**src/rtl/adc_pkg.sv**
```systemverilog
// Shared types and constants for the ADC lane training controller.
// State encoding, lane slice helpers and the eye-centre arithmetic.
package adc_pkg;

  typedef enum logic [3:0] {
    ST_IDLE,
    ST_CAL,
    ST_CALWAIT,
    ST_SETTLE,
    ST_CHECK,
    ST_SCAN,
    ST_CENTER,
    ST_SLIPCHK,
    ST_NEXT
  } state_t;

  typedef enum logic {
    PH_SCAN,
    PH_SLIP
  } phase_t;

  localparam int CAL_TIMEOUT = 1024;
  localparam int TAP_W       = 8;

  function automatic int lane_w(input int n);
    return (n > 1) ? $clog2(n) : 1;
  endfunction

  // floor((a + b) / 2) on a 9-bit sum so e = TAPMAX+1 cannot wrap
  function automatic logic [7:0] mid(
    input logic [7:0] a,
    input logic [8:0] b
  );
    logic [8:0] sum;
    sum = {1'b0, a} + b;
    return sum[8:1];
  endfunction

endpackage

```
**src/rtl/adc_word_check.sv**
```systemverilog
// Word stability / pattern comparator for the lane under training.
// Latches the first word on start, compares the next CHECK-1 words.
module adc_word_check
  import adc_pkg::*;
#(
  parameter int               WIDTH   = 6,
  parameter int               CHECK   = 16,
  parameter logic [WIDTH-1:0] PATTERN = '0
) (
  input  logic             clk,
  input  logic             rst,
  input  logic             start,
  input  logic [WIDTH-1:0] word,
  output logic             done,
  output logic             stable,
  output logic             match
);

  localparam logic [7:0] CNT_LAST = 8'(CHECK - 1);

  logic [WIDTH-1:0] ref_word;
  logic [7:0]       cnt;
  logic             active;

  always_ff @(posedge clk) begin
    if (rst) begin
      ref_word <= '0;
      cnt      <= '0;
      active   <= 1'b0;
      done     <= 1'b0;
      stable   <= 1'b0;
      match    <= 1'b0;
    end else begin
      done <= 1'b0;
      if (start) begin
        ref_word <= word;
        cnt      <= 8'd1;
        active   <= 1'b1;
        stable   <= 1'b1;
        match    <= (word == PATTERN);
      end else if (active) begin
        if (word != ref_word) stable <= 1'b0;
        cnt <= cnt + 8'd1;
        if (cnt == CNT_LAST) begin
          active <= 1'b0;
          done   <= 1'b1;
        end
      end
    end
  end

endmodule

```
**src/rtl/adc_lane_align.sv**
```systemverilog
// ADC DDR lane training: IODELAY2 calibration, tap scan, eye centring
// and ISERDES2 bitslip word alignment, one lane at a time.
module adc_lane_align
  import adc_pkg::*;
#(
  parameter int               NLANES  = 2,
  parameter int               WIDTH   = 6,
  parameter logic [WIDTH-1:0] PATTERN = 6'b111000,
  parameter int               TAPMAX  = 63,
  parameter int               SETTLE  = 8,
  parameter int               CHECK   = 16,
  parameter int               MINEYE  = 4
) (
  input  logic                    CLK,
  input  logic                    RST,
  input  logic                    START,
  input  logic [NLANES*WIDTH-1:0] DATA,
  input  logic [NLANES-1:0]       IOD_BUSY,
  output logic [NLANES-1:0]       DCAL,
  output logic [NLANES-1:0]       DRST,
  output logic [NLANES-1:0]       DCE,
  output logic [NLANES-1:0]       DINC,
  output logic [NLANES-1:0]       BS,
  output logic                    SRST,
  output logic                    BUSY,
  output logic                    DONE,
  output logic [NLANES-1:0]       LANE_OK,
  output logic [NLANES*8-1:0]     TAP
);

  localparam int LW = lane_w(NLANES);

  localparam logic [LW-1:0] LANE_LAST  = LW'(NLANES - 1);
  localparam logic [7:0]    TAP_LAST   = 8'(TAPMAX);
  localparam logic [8:0]    TAP_END    = 9'(TAPMAX + 1);
  localparam logic [8:0]    MINEYE9    = 9'(MINEYE);
  localparam logic [15:0]   SET_LAST   = 16'(SETTLE - 1);
  localparam logic [10:0]   CAL_LAST   = 11'(CAL_TIMEOUT - 1);
  localparam logic [3:0]    SLIP_LAST  = 4'(WIDTH - 1);

  state_t          state;
  phase_t          phase;
  logic [LW-1:0]   lane;
  logic [7:0]      tap;
  logic [7:0]      s_tap;
  logic [7:0]      c_tap;
  logic [8:0]      run_len;
  logic [3:0]      slips;
  logic [15:0]     scnt;
  logic [10:0]     wcnt;
  logic            seen_busy;
  logic            chk_start;

  logic [WIDTH-1:0] lane_words [NLANES];
  logic [WIDTH-1:0] word;
  logic             iod_busy;
  logic             chk_done;
  logic             chk_stable;
  logic             chk_match;
  logic [7:0]       s_nxt;
  logic [8:0]       run_nxt;
  logic [LW+2:0]    tap_base;

  for (genvar g = 0; g < NLANES; g++) begin : g_mux
    assign lane_words[g] = DATA[g*WIDTH +: WIDTH];
  end

  assign word     = lane_words[lane];
  assign iod_busy = IOD_BUSY[lane];
  assign tap_base = {lane, 3'b000};
  assign s_nxt    = (run_len == 9'd0) ? tap : s_tap;
  assign run_nxt  = run_len + 9'd1;

  adc_word_check #(
    .WIDTH  (WIDTH),
    .CHECK  (CHECK),
    .PATTERN(PATTERN)
  ) u_check (
    .clk   (CLK),
    .rst   (RST),
    .start (chk_start),
    .word  (word),
    .done  (chk_done),
    .stable(chk_stable),
    .match (chk_match)
  );

  always_ff @(posedge CLK) begin
    if (RST) begin
      state     <= ST_IDLE;
      phase     <= PH_SCAN;
      lane      <= '0;
      tap       <= '0;
      s_tap     <= '0;
      c_tap     <= '0;
      run_len   <= '0;
      slips     <= '0;
      scnt      <= '0;
      wcnt      <= '0;
      seen_busy <= 1'b0;
      chk_start <= 1'b0;
      DCAL      <= '0;
      DRST      <= '0;
      DCE       <= '0;
      DINC      <= '0;
      BS        <= '0;
      SRST      <= 1'b0;
      BUSY      <= 1'b0;
      DONE      <= 1'b0;
      LANE_OK   <= '0;
      TAP       <= '0;
    end else begin
      DCAL      <= '0;
      DRST      <= '0;
      DCE       <= '0;
      DINC      <= '0;
      BS        <= '0;
      SRST      <= 1'b0;
      chk_start <= 1'b0;
      unique case (state)
        ST_IDLE: begin
          if (START) begin
            SRST    <= 1'b1;
            DONE    <= 1'b0;
            LANE_OK <= '0;
            TAP     <= '0;
            BUSY    <= 1'b1;
            lane    <= '0;
            state   <= ST_CAL;
          end
        end
        ST_CAL: begin
          DCAL[lane] <= 1'b1;
          tap        <= '0;
          wcnt       <= '0;
          seen_busy  <= 1'b0;
          state      <= ST_CALWAIT;
        end
        ST_CALWAIT: begin
          wcnt <= wcnt + 11'd1;
          if (iod_busy) seen_busy <= 1'b1;
          if (seen_busy && !iod_busy) begin
            DRST[lane] <= 1'b1;
            tap        <= '0;
            phase      <= PH_SCAN;
            run_len    <= '0;
            s_tap      <= '0;
            scnt       <= '0;
            state      <= ST_SETTLE;
          end else if (wcnt == CAL_LAST) begin
            TAP[tap_base +: 8] <= tap;
            state              <= ST_NEXT;
          end
        end
        ST_SETTLE: begin
          if (scnt == SET_LAST) begin
            scnt      <= '0;
            chk_start <= 1'b1;
            state     <= ST_CHECK;
          end else begin
            scnt <= scnt + 16'd1;
          end
        end
        ST_CHECK: begin
          if (chk_done)
            state <= (phase == PH_SCAN) ? ST_SCAN : ST_SLIPCHK;
        end
        ST_SCAN: begin
          if (chk_stable) begin
            s_tap   <= s_nxt;
            run_len <= run_nxt;
          end else begin
            run_len <= '0;
          end
          if (!chk_stable && run_len >= MINEYE9) begin
            c_tap <= mid(s_tap, {1'b0, tap});
            scnt  <= '0;
            state <= ST_CENTER;
          end else if (tap == TAP_LAST) begin
            if (chk_stable && run_nxt >= MINEYE9) begin
              c_tap <= mid(s_nxt, TAP_END);
              scnt  <= '0;
              state <= ST_CENTER;
            end else begin
              TAP[tap_base +: 8] <= tap;
              state              <= ST_NEXT;
            end
          end else begin
            DCE[lane]  <= 1'b1;
            DINC[lane] <= 1'b1;
            tap        <= tap + 8'd1;
            scnt       <= '0;
            state      <= ST_SETTLE;
          end
        end
        ST_CENTER: begin
          if (tap == c_tap) begin
            phase <= PH_SLIP;
            slips <= '0;
            scnt  <= '0;
            state <= ST_SETTLE;
          end else begin
            // one decrement per SETTLE cycles, first one immediately
            if (scnt == 16'd0) begin
              DCE[lane] <= 1'b1;
              tap       <= tap - 8'd1;
            end
            scnt <= (scnt == SET_LAST) ? 16'd0 : scnt + 16'd1;
          end
        end
        ST_SLIPCHK: begin
          if (chk_stable && chk_match) begin
            LANE_OK[lane]      <= 1'b1;
            TAP[tap_base +: 8] <= c_tap;
            state              <= ST_NEXT;
          end else if (slips == SLIP_LAST) begin
            TAP[tap_base +: 8] <= tap;
            state              <= ST_NEXT;
          end else begin
            BS[lane] <= 1'b1;
            slips    <= slips + 4'd1;
            scnt     <= '0;
            state    <= ST_SETTLE;
          end
        end
        ST_NEXT: begin
          if (lane == LANE_LAST) begin
            DONE  <= 1'b1;
            BUSY  <= 1'b0;
            state <= ST_IDLE;
          end else begin
            lane  <= lane + 1'b1;
            state <= ST_CAL;
          end
        end
        default: state <= ST_IDLE;
      endcase
    end
  end

endmodule

```
**config.mk**
```make
export PLATFORM = sky130hd
export DESIGN_NAME = adc_lane_align
export DESIGN_NICKNAME = d
export VERILOG_FILES = /design/src/rtl/adc_pkg.sv /design/src/rtl/adc_word_check.sv /design/src/rtl/adc_lane_align.sv
export SDC_FILE = /design/constraint.sdc
export NUM_CORES = 1
export LEC_CHECK = 0
export CORE_UTILIZATION = 41
export DETAILED_ROUTE_END_ITERATION = 16
export DONT_BUFFER_PORTS = 1
export PLACE_DENSITY_LB_ADDON = 0.12
export RECOVER_POWER = 100
export REMOVE_ABC_BUFFERS = 1
export SETUP_SLACK_MARGIN = 0.15
export SLEW_MARGIN = 5
export SYNTH_ARGS = -nofsm -noshare
export SYNTH_HDL_FRONTEND = slang
export SYNTH_SLANG_ARGS = --single-unit
```
**constraint.sdc**
```tcl
create_clock -name CLK -period 3.25 [get_ports CLK]
set_clock_uncertainty 0.2 [all_clocks]
set_input_delay 0.65 -clock CLK [delete_from_list [all_inputs] [get_ports CLK]]
set_output_delay 0.65 -clock CLK [all_outputs]
set_load 0.01 [all_outputs]
```
[Yosys cells after proc, flatten, opt, wreduce, memory -nomap -nowiden]
Index checks and enable logic that the tools add are counted.
Cells by class
  reduce and logical (&&, ||, !) cells: 45
  shift-type cells: 3
  magnitude comparators: 5
  bitwise gates (word level): 10
  $add $sub $neg: 11
  equality and inequality tests: 38
  mux-type cells: 93
Operator list (count)
  $mux W16: 16
  $mux W8: 10
  $pmux W16 S5: 1
  $pmux W16 S4: 1
  $mux W4: 14
  $pmux W4 S9: 1
  $ne A2 B2 Y1 const B: 17
  $bwmux W16: 2
  $pmux W8 S4: 1
  $shiftx A8 B6 Y16: 2
  $mux W1: 23
  $pmux W11 S2: 1
  $eq A4 B3 Y1 const B: 5
  $reduce_bool A2 Y1: 10
  $ge A9 B3 Y1 const B: 2
  $mux W6: 3
  $mux W9: 2
  $pmux W9 S2: 1
  $add A16 B1 Y16 const B: 1
  $add A8 B1 Y8 const B: 2
  $eq A16 B3 Y1 const B: 1
  $logic_not A16 Y1: 1
  $pmux W8 S2: 1
  $shift A8 B6 Y16 const A: 1
  46 further kinds: 86
Word-level totals
  bits of input ports: 17
  logic and storage cells: 234
  register bits after elaboration: 121
  output and inout bits: 31

[Logic depth before layout (Yosys ltp)]
  depth in word-level cells: 8
  gate-level depth with buffers: 10

[Hierarchy]
A second synthesis with hierarchy kept.
Unflattened totals
  cells, all modules: 819
  area total of the unflattened synthesis: 6681.4 um^2
By module, submodules not included
  adc_lane_align: times used 1, cells each 735, seq. area each 2062.0 um^2, area each 5888.1 um^2
  adc_word_check: times used 1, cells each 84, seq. area each 360.3 um^2, area each 793.3 um^2

[Least setup slack after synthesis]
No wires, ideal clock.
  path type: reg-to-reg
  start point: register state[2]
  end point: register tap[7]
  setup time: 0.137 ns
  cell stages (with the launch flop): 10
  setup slack: 0.489 ns
  arrival time: 2.424 ns
  buffers on the path: 1
  clock period less this slack: 2.761 ns
  path through: dfxtp_1 -> buf_2 -> nand2_1 -> nor3_2 -> ha_1 -> or3_1 -> o211ai_1 -> mux2_2 -> a21oi_1 -> a311oi_1
On the way
  longest elaborated chain between the ends: 3
  elaborated cells between the ends (all ways): 12
RTL lines
  from (decl): line adc_lane_align.sv:41  | state_t state;
  from (signal assigned): line adc_lane_align.sv:166  | state <= (phase == PH_SCAN) ? ST_SCAN : ST_SLIPCHK;
  $eq A4 B3 Y1, or another cell as far along: line adc_lane_align.sv:120  | unique case (state)
  $reduce_bool A4 Y1 (no source line) / $ne A2 B2 Y1 (equally long branches)
  $reduce_and A6 Y1 (no source line)
  to (signal assigned): line adc_lane_align.sv:191  | tap <= tap + 8'd1;
  to (signal assigned): line adc_lane_align.sv:206  | tap <= tap - 8'd1;
  to (decl): line adc_lane_align.sv:44  | logic [7:0] tap;
Parallel ways exist; a longest one is shown, timed or not.
A chain may end at the register's enable or synchronous reset.

[Final worst setup path]
  start point: register state[3]
  end point: register c_tap[6]
On the way
  longest elaborated chain between the ends: 2
RTL lines
  $eq A4 B3 Y1: line adc_lane_align.sv:120
  $reduce_and A3 Y1 (no source line)
  to (signal assigned): line adc_lane_align.sv:176  | c_tap <= mid(s_tap, {1'b0, tap});
  to (signal assigned): line adc_lane_align.sv:181  | c_tap <= mid(s_nxt, TAP_END);
  to (decl): line adc_lane_align.sv:46  | logic [7:0] c_tap;
Every way passes these cells.

==> run_results.csv <==
group,metric,value,unit
floorplanning,dieWidth,129,µm
floorplanning,ios,48,
floorplanning,core,0.0158,mm²
worst_setup_path,critical_path_class,"register to register",
clocking,cts_tree,"yes",
synthesis,ys_seq_area_share,36.5,%
placed_design,dpl.hpwl,12200,µm
grt,grt_usage,21.8,%
worst_setup_path,slowest_stage,"clkbuf_1",
routing,drc_errors,0,
timing,fin_crit_sh,93.1,%
pwr,power_density,555,mW/mm²
cells_and_area,layout.nets,826,
cells_and_area,diodes,0,
grt,grt_pass1_vias,5664,
routing,antenna_violating_nets_post_route,0,
clocking,hold_buffers,0,
pwr,fin_total_pwr,4.12,mW
timing,whs,0.102,ns
routing,vias,5881,
cells_and_area,drive_above_1_share,8.52,%
worst_setup_path,cpPeakStageDelay,0.56,ns
clocking,htreeDepth,4,
routing,viasPerCell,5.80,
worst_hold_path,worstHoldPathType,"primary input to register",
timing,rsz0062_at_grt,"no",
worst_setup_path,cp.arrival,3.16,ns
worst_setup_path,cp_data_required_time,3.39,ns
timing,final_max_slew_viol_count,0,
synthesis,async_reset_ff_share,0,%
cells_and_area,area_growth,11.7,%
clocking,max-clock-path-buffers,2,
floorplanning,dieArea,0.0167,mm²
synthesis,synth_edf_count,0,
floorplanning,fp-row-count,46,
synthesis,syn_area,0.00664,mm²
timing,tns,0,ns
placed_design,io_buffers,0,
grt,grt_first_pass_wirelength,28500,µm
timing,slew_headroom,15.6,%
synthesis,syn_area_per_cell,8.49,µm²
synthesis,yosys_register_bits,121,
timing,finalSetupViolations,0,
synthesis,synthFlopType,"dfxtp_1",
placed_design,placedCellCount,981,
clocking,cts_made_buffers,17,
worst_setup_path,end_kind,"register",
grt,antenna_found_initial,0,
synthesis,ys_warn_count,0,
worst_setup_path,path_cells,"clkbuf_1 > nor4bb_1 > buf_4 > and2_0 > a32oi_1 > clkbuf_1 > a22oi_1 > a221oi_1",
synthesis,synth_cell_type_count,72,
clocking,cts_sinks,121,
worst_setup_path,critPathLaunchType,"register",
clocking,clockRootBuffer,"clkbuf_16",
grt,grt-ovfl-total,0,
synthesis,synth_cells,783,
timing,fmax,331,MHz
clocking,clk_latency,0.43,ns
timing,fin_crit,3.02,ns
routing,routed_wl,17300,µm
cells_and_area,finalNonFillerCells,1014,
pwr,p_leak,2.71,nW
job,cap_violations,0,
clocking,path_clk_slew,0.06,ns
routing,first_pass_iters,6,
worst_setup_path,crit_path_max_fanout,16,
routing,first_iter_violations,467,
pwr,peakVddDrop,0.366,mV
floorplanning,die_y,129,µm
floorplanning,initial_core_util,42.0,%
cells_and_area,nFillCells,1523,
timing,hold_viol_final,0,
grt,grt_max_degree,87,
routing,wl_per_cell,17.1,µm
status,status,"completed",
timing,worst_pin_slew,1.27,ns
placed_design,gp_congestion,0.885,
worst_setup_path,crit_top_cell,"clkbuf_1",
-- kinds of logic (layout without fill, tap and decap cells) --
group	after synthesis	after routing	synth area share, %
multiplexers	25	25	3.84
adder cells (fa/ha/maj)	24	24	4.75
buffers and inverters	57	72	4.01
XOR/XNOR	38	38	5.01
AO/OA/AOI/OAI	193	193	20.9
flip-flops	121	121	36.5
AND/OR/NAND/NOR	325	325	25.1
-- power breakdown --
part,leakage (nW),switching [mW],internal (mW)
Clock,0.281,0.752,1.20
Combinational,1.46,0.373,0.227
Sequential,0.975,0.0572,1.51
Total,2.71,1.18,2.94
-- Yosys cell counts, types with 5 or more instances --
cell type / n / area, µm²
dfxtp_1: 121 / 2420
nor2_1: 117 / 439
a21oi_1: 56 / 280
nand2_1: 48 / 180
nand3_1: 30 / 150
o21ai_0: 27 / 135
clkbuf_1: 23 / 86.3
ha_1: 22 / 275
mux2i_1: 21 / 210
nand4_1: 21 / 131
xnor2_1: 20 / 175
nor3_1: 19 / 95.1
inv_1: 18 / 67.6
xor2_1: 18 / 158
a32o_1: 17 / 170
a22o_1: 14 / 123
and3_1: 14 / 87.6
nand2b_1: 14 / 87.6
buf_2: 11 / 55.1
a211oi_1: 10 / 75.1
and2_1: 7 / 43.8
nand3b_1: 7 / 52.6
or2_2: 7 / 43.8
or3_1: 7 / 43.8
a311oi_1: 6 / 52.6
a31oi_1: 6 / 37.5
and4_1: 6 / 52.6
nand4b_1: 6 / 52.6
a221o_1: 5 / 50.1
nor4_1: 5 / 31.3
-- stage by stage --
| step | cell area [µm²] | utilization [%] | setup slack, ns |
|---|---|---|---|
| floorplan | 6440 | - | 0.0340 |
| global placement | 6870 | 43.4 | 0.378 |
| detailed placement | 6870 | 43.4 | 0.256 |
| CTS | 7480 | 47.3 | 0.244 |
| global route | 7420 | 46.9 | 0.0891 |
| finish | 7420 | 46.9 | 0.225 |
-- sequential cells by signal, indices dropped and copies added (netlist names), 6 cells and up --
register / flops
TAP: 16
wcnt: 11
run_len: 9
u_check.ref_word: 6
u_check.cnt: 8
c_tap: 8
scnt: 16
s_tap: 8
tap: 8
-- layer usage --
metal / share of wire (%) / routed length (µm) / vias up / GRT usage [%]
li1: - / - / 2898 / -
met1: 47 / 8080 / 2795 / 27.3
met2: 47 / 8120 / 153 / 35.6
met3: 4.4 / 756 / 35 / 5.33
met4: 2.1 / 362 / 0 / 9.13
met5: 0 / 0 / - / 0
-- cell type report --
type                            instances  area, µm²  area share (%)
Clock buffer                           20        467            6.29
Clock inverter                         12        141            1.91
Inverter                               18       67.6           0.910
Multi-Input combinational cell        605       3900            52.6
Sequential cell                       121       2420            32.7
Tap cell                              216        270            3.64
Timing Repair Buffer                   22        151            2.04
-- critical path: cells and delay by family (launching register included) --
family | cells | cell delay [ns]
AOI/OAI and AO/OA | 3 | 0.66
buffers and inverters | 3 | 1.21
DFF | 1 | 0.41
and+or+nand+nor | 2 | 0.43
-- worst paths after layout --
path                            cells after the start                  start  slack [ns]               endpoint
worst max-delay path                                8  state[3]$_SDFFE_PP0P_        0.23  c_tap[6]$_SDFFE_PP0P_
worst min-delay path                                1                    RST        0.10   wcnt[8]$_SDFFE_PP0P_
worst max register to register                      8  state[3]$_SDFFE_PP0P_        0.23  c_tap[6]$_SDFFE_PP0P_
worst min register to register                      2     phase$_SDFFE_PP0P_        0.27     phase$_SDFFE_PP0P_
-- placed cells by master, fill, tap and decap left out, types with 17 or more instances in the layout --
master and instances:
nand2_1 48, dfxtp_1 120, clkbuf_16 17, mux2i_1 21, nor3_1 21, ha_1 22
xnor2_1 20, o21ai_0 27, nor2_1 117, nand4_1 21, nand3_1 30, a32o_1 17
inv_1 18, xor2_1 18, a21oi_1 56
-- repair_timing --
item | CTS | global route
gates resized for setup | 0 | 1
buffers inserted | 0 | 1
setup endpoints to repair | 0 | 19
Note: power is estimated with default switching activity, not from simulation.
